## config.mk

```make
export PLATFORM = sky130hd
export DESIGN_NAME = ddrio_align_seq
export DESIGN_NICKNAME = d
export VERILOG_FILES = /design/src/rtl/ddrio_pkg.sv /design/src/rtl/ddrio_tog_sync.sv /design/src/rtl/ddrio_align_seq.sv
export SDC_FILE = /design/constraint.sdc
export NUM_CORES = 1
export LEC_CHECK = 0
export CAP_MARGIN = 40
export CORE_MARGIN = 2
export CORE_UTILIZATION = 35
export DETAILED_ROUTE_END_ITERATION = 8
export PLACE_DENSITY = 0.57
export RECOVER_POWER = 50
export SKIP_LAST_GASP = 1
export SLEW_MARGIN = 20
export SYNTH_ARGS = -nofsm -noshare
export SYNTH_HDL_FRONTEND = slang
export SYNTH_SLANG_ARGS = --single-unit
```

## constraint.sdc

```tcl
create_clock -name geclk_ol_buf_o -period 2.8 [get_ports geclk_ol_buf_o]
set_clock_uncertainty 0.15 [all_clocks]
set_input_delay 0.84 -clock geclk_ol_buf_o [delete_from_list [all_inputs] [get_ports geclk_ol_buf_o]]
set_output_delay 0.84 -clock geclk_ol_buf_o [all_outputs]
set_load 0.02 [all_outputs]
```

## src/rtl/ddrio_pkg.sv

```systemverilog
// Shared types for the DDR IO alignment sequencer: FSM state codes and the
// width of the phase timer that paces the reset wait, align pulses and settle
// windows.
package ddrio_pkg;

  localparam int CNT_W = 8;

  typedef logic [CNT_W-1:0] cnt_t;

  // Codes 6 and 7 are unused; the sequencer sends them back to IDLE.
  typedef enum logic [2:0] {
    ST_IDLE     = 3'd0,
    ST_ALIGN_O  = 3'd1,
    ST_SETTLE_O = 3'd2,
    ST_ALIGN_I  = 3'd3,
    ST_SETTLE_I = 3'd4,
    ST_READY    = 3'd5
  } state_e;

  // A phase lasting N cycles starts its down-counter at N-1 and exits when
  // the counter reads zero.
  function automatic cnt_t phase_load(input int cycles);
    return cnt_t'(cycles - 1);
  endfunction

endpackage

```

## src/rtl/ddrio_tog_sync.sv

```systemverilog
// Brings the realign toggle from the sysclk domain into the edge-clock domain
// and turns every toggle into a one-cycle pulse.
module ddrio_tog_sync (
  input  logic clk_i,
  input  logic rst_i,
  input  logic tog_i,
  output logic edge_o
);

  logic sync1_q;
  logic sync2_q;
  logic prev_q;

  // Two-flop synchronizer followed by a history flop for edge detection.
  always_ff @(posedge clk_i or posedge rst_i) begin
    if (rst_i) begin
      sync1_q <= 1'b0;
      sync2_q <= 1'b0;
      prev_q  <= 1'b0;
    end else begin
      sync1_q <= tog_i;
      sync2_q <= sync1_q;
      prev_q  <= sync2_q;
    end
  end

  // Either polarity of toggle counts as one request.
  assign edge_o = sync2_q ^ prev_q;

endmodule

```

## src/rtl/ddrio_align_seq.sv

```systemverilog
// Alignment sequencer for an x2 DDR IO pair. After reset it waits, pulses the
// output-side align, lets it settle, pulses the input-side align, lets that
// settle, then enables the IO clocks. A toggle on realign_req re-runs the
// align/settle sequence without going back through the reset wait.
//
//  state    | meaning
//  ---------+-----------------------------------------------------
//  IDLE     | post-reset wait, RST_WAIT cycles
//  ALIGN_O  | align_ol high, ALIGN_PULSE cycles
//  SETTLE_O | quiet time after output align, SETTLE_WAIT cycles
//  ALIGN_I  | align_il high, ALIGN_PULSE cycles
//  SETTLE_I | quiet time after input align, SETTLE_WAIT cycles
//  READY    | cken/ready high until a realign request is pending
//
// Parameter legal range is 1..255 for all three timers.
module ddrio_align_seq
  import ddrio_pkg::*;
#(
  parameter int RST_WAIT    = 16,
  parameter int ALIGN_PULSE = 2,
  parameter int SETTLE_WAIT = 8
) (
  input  logic       geclk_ol_buf_o,
  input  logic       align_rst_ol,
  input  logic       realign_req,
  output logic       align_ol,
  output logic       align_il,
  output logic       cken,
  output logic       ready,
  output logic       realign_ack,
  output logic [2:0] state_dbg
);

  localparam cnt_t RST_LD    = phase_load(RST_WAIT);
  localparam cnt_t PULSE_LD  = phase_load(ALIGN_PULSE);
  localparam cnt_t SETTLE_LD = phase_load(SETTLE_WAIT);

  state_e state_q, state_d;
  cnt_t   cnt_q, cnt_d;
  logic   pending_q, pending_d;
  logic   realign_q, realign_d;
  logic   ack_q, ack_d;
  logic   align_ol_q, align_il_q, cken_q, ready_q;
  logic   edge_det;

  ddrio_tog_sync u_tog_sync (
    .clk_i  (geclk_ol_buf_o),
    .rst_i  (align_rst_ol),
    .tog_i  (realign_req),
    .edge_o (edge_det)
  );

  // Next-state, phase timer and request bookkeeping.
  always_comb begin
    state_d   = state_q;
    cnt_d     = cnt_q;
    pending_d = pending_q | edge_det;
    realign_d = realign_q;
    ack_d     = ack_q;
    case (state_q)
      ST_IDLE: begin
        if (cnt_q == '0) begin
          state_d = ST_ALIGN_O;
          cnt_d   = PULSE_LD;
        end else begin
          cnt_d = cnt_q - cnt_t'(1);
        end
      end
      ST_ALIGN_O: begin
        if (cnt_q == '0) begin
          state_d = ST_SETTLE_O;
          cnt_d   = SETTLE_LD;
        end else begin
          cnt_d = cnt_q - cnt_t'(1);
        end
      end
      ST_SETTLE_O: begin
        if (cnt_q == '0) begin
          state_d = ST_ALIGN_I;
          cnt_d   = PULSE_LD;
        end else begin
          cnt_d = cnt_q - cnt_t'(1);
        end
      end
      ST_ALIGN_I: begin
        if (cnt_q == '0) begin
          state_d = ST_SETTLE_I;
          cnt_d   = SETTLE_LD;
        end else begin
          cnt_d = cnt_q - cnt_t'(1);
        end
      end
      ST_SETTLE_I: begin
        if (cnt_q == '0) begin
          state_d = ST_READY;
          cnt_d   = '0;
          // Only a realignment is acknowledged; the cold-start pass is not.
          if (realign_q) begin
            ack_d = ~ack_q;
          end
          realign_d = 1'b0;
        end else begin
          cnt_d = cnt_q - cnt_t'(1);
        end
      end
      ST_READY: begin
        if (pending_q) begin
          state_d   = ST_ALIGN_O;
          cnt_d     = PULSE_LD;
          // A toggle landing on this very edge is a fresh request.
          pending_d = edge_det;
          realign_d = 1'b1;
        end
      end
      default: begin
        state_d = ST_IDLE;
        cnt_d   = RST_LD;
      end
    endcase
  end

  // State, timer and request flags.
  always_ff @(posedge geclk_ol_buf_o or posedge align_rst_ol) begin
    if (align_rst_ol) begin
      state_q   <= ST_IDLE;
      cnt_q     <= RST_LD;
      pending_q <= 1'b0;
      realign_q <= 1'b0;
      ack_q     <= 1'b0;
    end else begin
      state_q   <= state_d;
      cnt_q     <= cnt_d;
      pending_q <= pending_d;
      realign_q <= realign_d;
      ack_q     <= ack_d;
    end
  end

  // Outputs decoded from the next state so they line up with state_q.
  always_ff @(posedge geclk_ol_buf_o or posedge align_rst_ol) begin
    if (align_rst_ol) begin
      align_ol_q <= 1'b0;
      align_il_q <= 1'b0;
      cken_q     <= 1'b0;
      ready_q    <= 1'b0;
    end else begin
      align_ol_q <= (state_d == ST_ALIGN_O);
      align_il_q <= (state_d == ST_ALIGN_I);
      cken_q     <= (state_d == ST_READY);
      ready_q    <= (state_d == ST_READY);
    end
  end

  assign align_ol    = align_ol_q;
  assign align_il    = align_il_q;
  assign cken        = cken_q;
  assign ready       = ready_q;
  assign realign_ack = ack_q;
  assign state_dbg   = state_q;

endmodule

```

### After elaboration in Yosys (flattened, before gate mapping)

Index checks and enable logic that the tools add are counted.

* multiplexer cells: 17
* reduce and logical (&&, ||, !) cells: 7
* bitwise gates (word level): 3
* equality and inequality tests: 10
* add/sub/neg operators: 1

Operator list (count)
* 2-to-1 mux 8 bit: 4
* case mux 8 bit (4 select lines): 1
* 2-to-1 mux 3 bit: 6
* case mux 3 bit (6 select lines): 1
* == test 3 x 2 -> 1 bit (second input constant): 3
* == test 3 bit (second input constant): 3
* zero test 8 bit: 1
* subtractor 8 x 1 -> 8 bit (second input constant): 1
* == test 3 x 1 -> 1 bit (second input constant): 2
* AND reduction 3 bit: 2
* 2-to-1 mux 1 bit: 4
* != test 2 bit (second input constant): 2
* OR reduction 2 bit: 2
* zero test 3 bit: 1
* case mux 1 bit (2 select lines): 1
* nonzero test 2 bit: 1
* NOT 1 bit: 1
* bitwise OR 1 bit: 1
* XOR 1 bit: 1

* flip-flop bits (word level): 20
* bits of input ports: 3
* output and inout bits: 8

### Longest topological paths before layout

* depth after elaboration: 4
* gate-level depth with buffers: 7
* depth with buffers taken out: 6

### By module

A second synthesis with hierarchy kept.

* cells, all modules: 107
* area, all modules: 1031.0 µm²

By module, submodules not included
* ddrio_align_seq: cells each 102, instances 1, area each 943.4 µm², sequential area each 430.4 µm²
* ddrio_tog_sync: cells each 5, instances 1, area each 87.6 µm², sequential area each 75.1 µm²

### Worst setup path before layout

No wires, ideal clock.

* path kind: flip-flop to flip-flop
* from: register cnt_q[0]
* to: register cnt_q[1]
* setup time: 81 ps
* stages on the path, launching flop included: 7
* setup slack: 986 ps
* data arrival time: 1583 ps
* period minus slack after synthesis: 1814 ps
* cell sequence: dfstp_2 inv_1 ha_1 nor3b_4 a21oi_1 nand2b_1 a32oi_1

* longest elaborated chain between the ends: 3

Ends and longest elaborated chain
* start: declaration: RTL line ddrio_align_seq.sv:39 `cnt_t cnt_q, cnt_d;`
* start signal: assignment: RTL line ddrio_align_seq.sv:132 `cnt_q <= cnt_d;`
* subtractor 8 x 1 -> 8 bit / zero test 8 bit (equally long branches)
* 2-to-1 mux 8 bit (on tied branches)
* case mux 8 bit (4 select lines) (*): RTL line ddrio_align_seq.sv:60 `case (state_q)`

Every way passes the cells marked *; elsewhere a longest branch is shown, timed or not.
A chain may end at the register's enable or synchronous reset.

### Worst setup path after layout

* from: register state_q[2], in the netlist state_dbg[2]
* to: output port state_dbg[2]

RTL lines
* start: declaration: RTL line ddrio_align_seq.sv:38 `state_e state_q, state_d;`
* start signal: assignment: RTL line ddrio_align_seq.sv:131 `state_q <= state_d;`
* end: declaration: RTL line ddrio_align_seq.sv:31 `output logic [2:0] state_dbg`

No word-level cell between the ends.

==> metrics.txt <==
Worst setup EP type primary output; layout cells sized above 1 10.7%; worst path bufs/invs 1; full die area 3260 sq um; fill count 278; Core Footprint 2710 sq um; Min-Delay Path Depth 0; vias in the first global route 772; Post-synth EDFFs 0; Critical Path Stages 1; total iterations of the first detailed-routing run 6; fmax 392 MHz; final setup violation count 0; Initial DRC Count 23; Worst setup SP type flip-flop; fin area 1140 sq um; Mapped Area 986 sq um; H-tree lvl count 1; Worst-Skew Late Latency 0.31 ns; Max-slew headroom 57.8%; family with the most delay on the worst path buffers and inverters; Via Count 767; Final Critical Period 2.55 ns; critical path's slowest cell clkdlybuf4s50_1; final worst slack 0.251 ns; crit-path cells clkdlybuf4s50_1; initial antenna violation count 0; endpoints failing hold 0; Worst EP required 1.81 ns; Yosys reg bits 20; hold-fix buffers at CTS 0; gr ovfl total 0; clock sink count 20; worst-margin pin slew 0.627 ns; P&R area growth vs syn 15.4%; setup TNS 0 ns; status complete, no violations; first-pass GRT wire length 3290 microns; Tot GR Track Use 13.0%; antenna fix cells 0; CTS tree done; most frequent cells in the layout 16 x dfrtp_1, 10 x o21ai_0; # nets final 117; Pint 0.000682 W; Hold Path Class reg2reg; CP peak stage delay 0.68 ns; Worst Path Max Fanout 12; post-route clock period utilization 91.0%; detailed placer's ending HPWL 1390 microns; commonest non-fill, non-tap cell in the layout dfrtp_1; Post-DRT Antenna Nets 0; peak supply drop 417 uV; YS warnings 0; sw frac 39.3%; clock power share 13.0%; Die Width 57.1 microns; post-route insts no fill 143; WL/cell 13.3 microns; Distinct cells, synth 29; Leak Pwr 0.470 nW; pre-CTS setup slack 0.600 ns; Initial Utilization 36.4%; Post-CTS Setup Inserts 0; GPL Wtd Cong 0.819; worst reg2reg path depth 6; CTS Buffer Depth 2; root buffer cell clkbuf_4; P_sw 0.000442 W; Vias/cell 5.36; post-CTS sizing 0; # rows 19; Logic pwr share 42.3%; asr flop ratio synth 100%; CTS buffer count 3; input/output buffers 10; post-synthesis sequential area ratio 51.3%; final wirelength 1900 microns; die height 57.1 microns; RSZ-0062 raised after global routing no; sequential share of power 44.7%; CP Class reg2out; clock slew at reported path FFs 0.11 ns; Mapped Nets 104; Max Cap Viol 0; DRC Markers 0; WP data arrival 1.56 ns; Placed Area 1110 sq um; Slew Viols, Final 0; Synth Flop Type dfrtp_1; placed cells 139; synthesized area per cell 9.86 sq um; Syn Inst Count 100; total power per unit cell area 988 nW/um^2; largest net degree at the start of global routing 15; I/O pin cnt 11
## synth_stat cells (3+ instances only)
cell      count  area share (%)
xnor2_1       4             3.6
o21ai_0      10             5.1
a21oi_1       8             4.1
inv_1         8             3.0
nand2_1       8             3.0
dfstp_2       4              11
dfrtp_1      16              41
nor2_1        7             2.7
nand3_1       5             2.5
o22ai_1       3             1.9
nand2b_1      5             3.2
## final timing paths
kind | startpoint | endpoint | slack (ns)
setup / recovery | state_dbg[2]$_DFF_PP0_ | state_dbg[2] | 0.25
hold / removal | u_tog_sync.sync1_q$_DFF_PP0_ | u_tog_sync.sync2_q$_DFF_PP0_ | 0.21
setup reg to reg | cnt_q[0]$_DFFE_PP1P_ | cnt_q[6]$_DFFE_PP0P_ | 0.69
hold reg to reg | u_tog_sync.sync1_q$_DFF_PP0_ | u_tog_sync.sync2_q$_DFF_PP0_ | 0.21
max in group asynchronous | align_rst_ol | pending_q$_DFF_PP0_ | 0.88
min in group asynchronous | align_rst_ol | cnt_q[6]$_DFFE_PP0P_ | 0.78
## power by group through the flow
stage               registers (W)  clock network, W  logic, W
floorplan                0.000526                 0  0.000315
global placement         0.000502                 0  0.000470
detailed placement       0.000508                 0  0.000476
CTS                      0.000504          0.000153  0.000477
global route             0.000517          0.000162  0.000534
finish                   0.000502          0.000146  0.000476
## flip-flops by register name, summed over array words and instances (netlist names)
signal,flops
align_il,1
align_ol,1
cnt_q,8
pending_q,1
ready,1
realign_ack,1
realign_q,1
state_dbg,3
u_tog_sync.prev_q,1
u_tog_sync.sync1_q,1
u_tog_sync.sync2_q,1
## stage by stage
stage	hold WS [ns]	power [W]	util, %
floorplan	0.181	0.000841	-
global placement	0.198	0.000972	41.1
detailed placement	0.193	0.000985	41.1
CTS	0.214	0.00113	42.1
global route	0.214	0.00121	42.0
finish	0.210	0.00112	42.0
## routing by layer
layer	global-route usage [%]	share of wire (%)	vias up
met2	22.2	49	24
met3	2.27	4.0	5
met4	7.97	2.7	0
li1	-	-	372
met5	0	0	-
met1	15.3	44	366
## worst register-to-register path: cells and delay by family (launching register included)
kind / cells / cell delay (ns)
adder cells (fa/ha/maj): 1 / 0.21
AND/OR/NAND/NOR: 2 / 0.33
buffers and inverters: 1 / 0.05
flip-flops: 1 / 0.59
AO/OA/AOI/OAI: 2 / 0.69
## kinds of logic after synthesis
| group | synth area share (%) |
|---|---|
| flops | 51.3 |
| compound gates | 19.8 |
| xor+xnor | 3.55 |
| simple gates | 18.5 |
| fa+ha+maj | 1.27 |
| buf+inv | 5.58 |
## cell type report
| class | count | area, sq um | share of cell area (%) |
|---|---|---|---|
| Sequential cell | 20 | 505 | 44.4 |
| Multi-Input combinational cell | 68 | 425 | 37.4 |
| Timing Repair Buffer | 12 | 111 | 9.79 |
| Tap cell | 31 | 38.8 | 3.41 |
| Inverter | 8 | 30.0 | 2.64 |
| Clock buffer | 4 | 26.3 | 2.31 |
No activity file was read; power rests on OpenSTA's default activity.
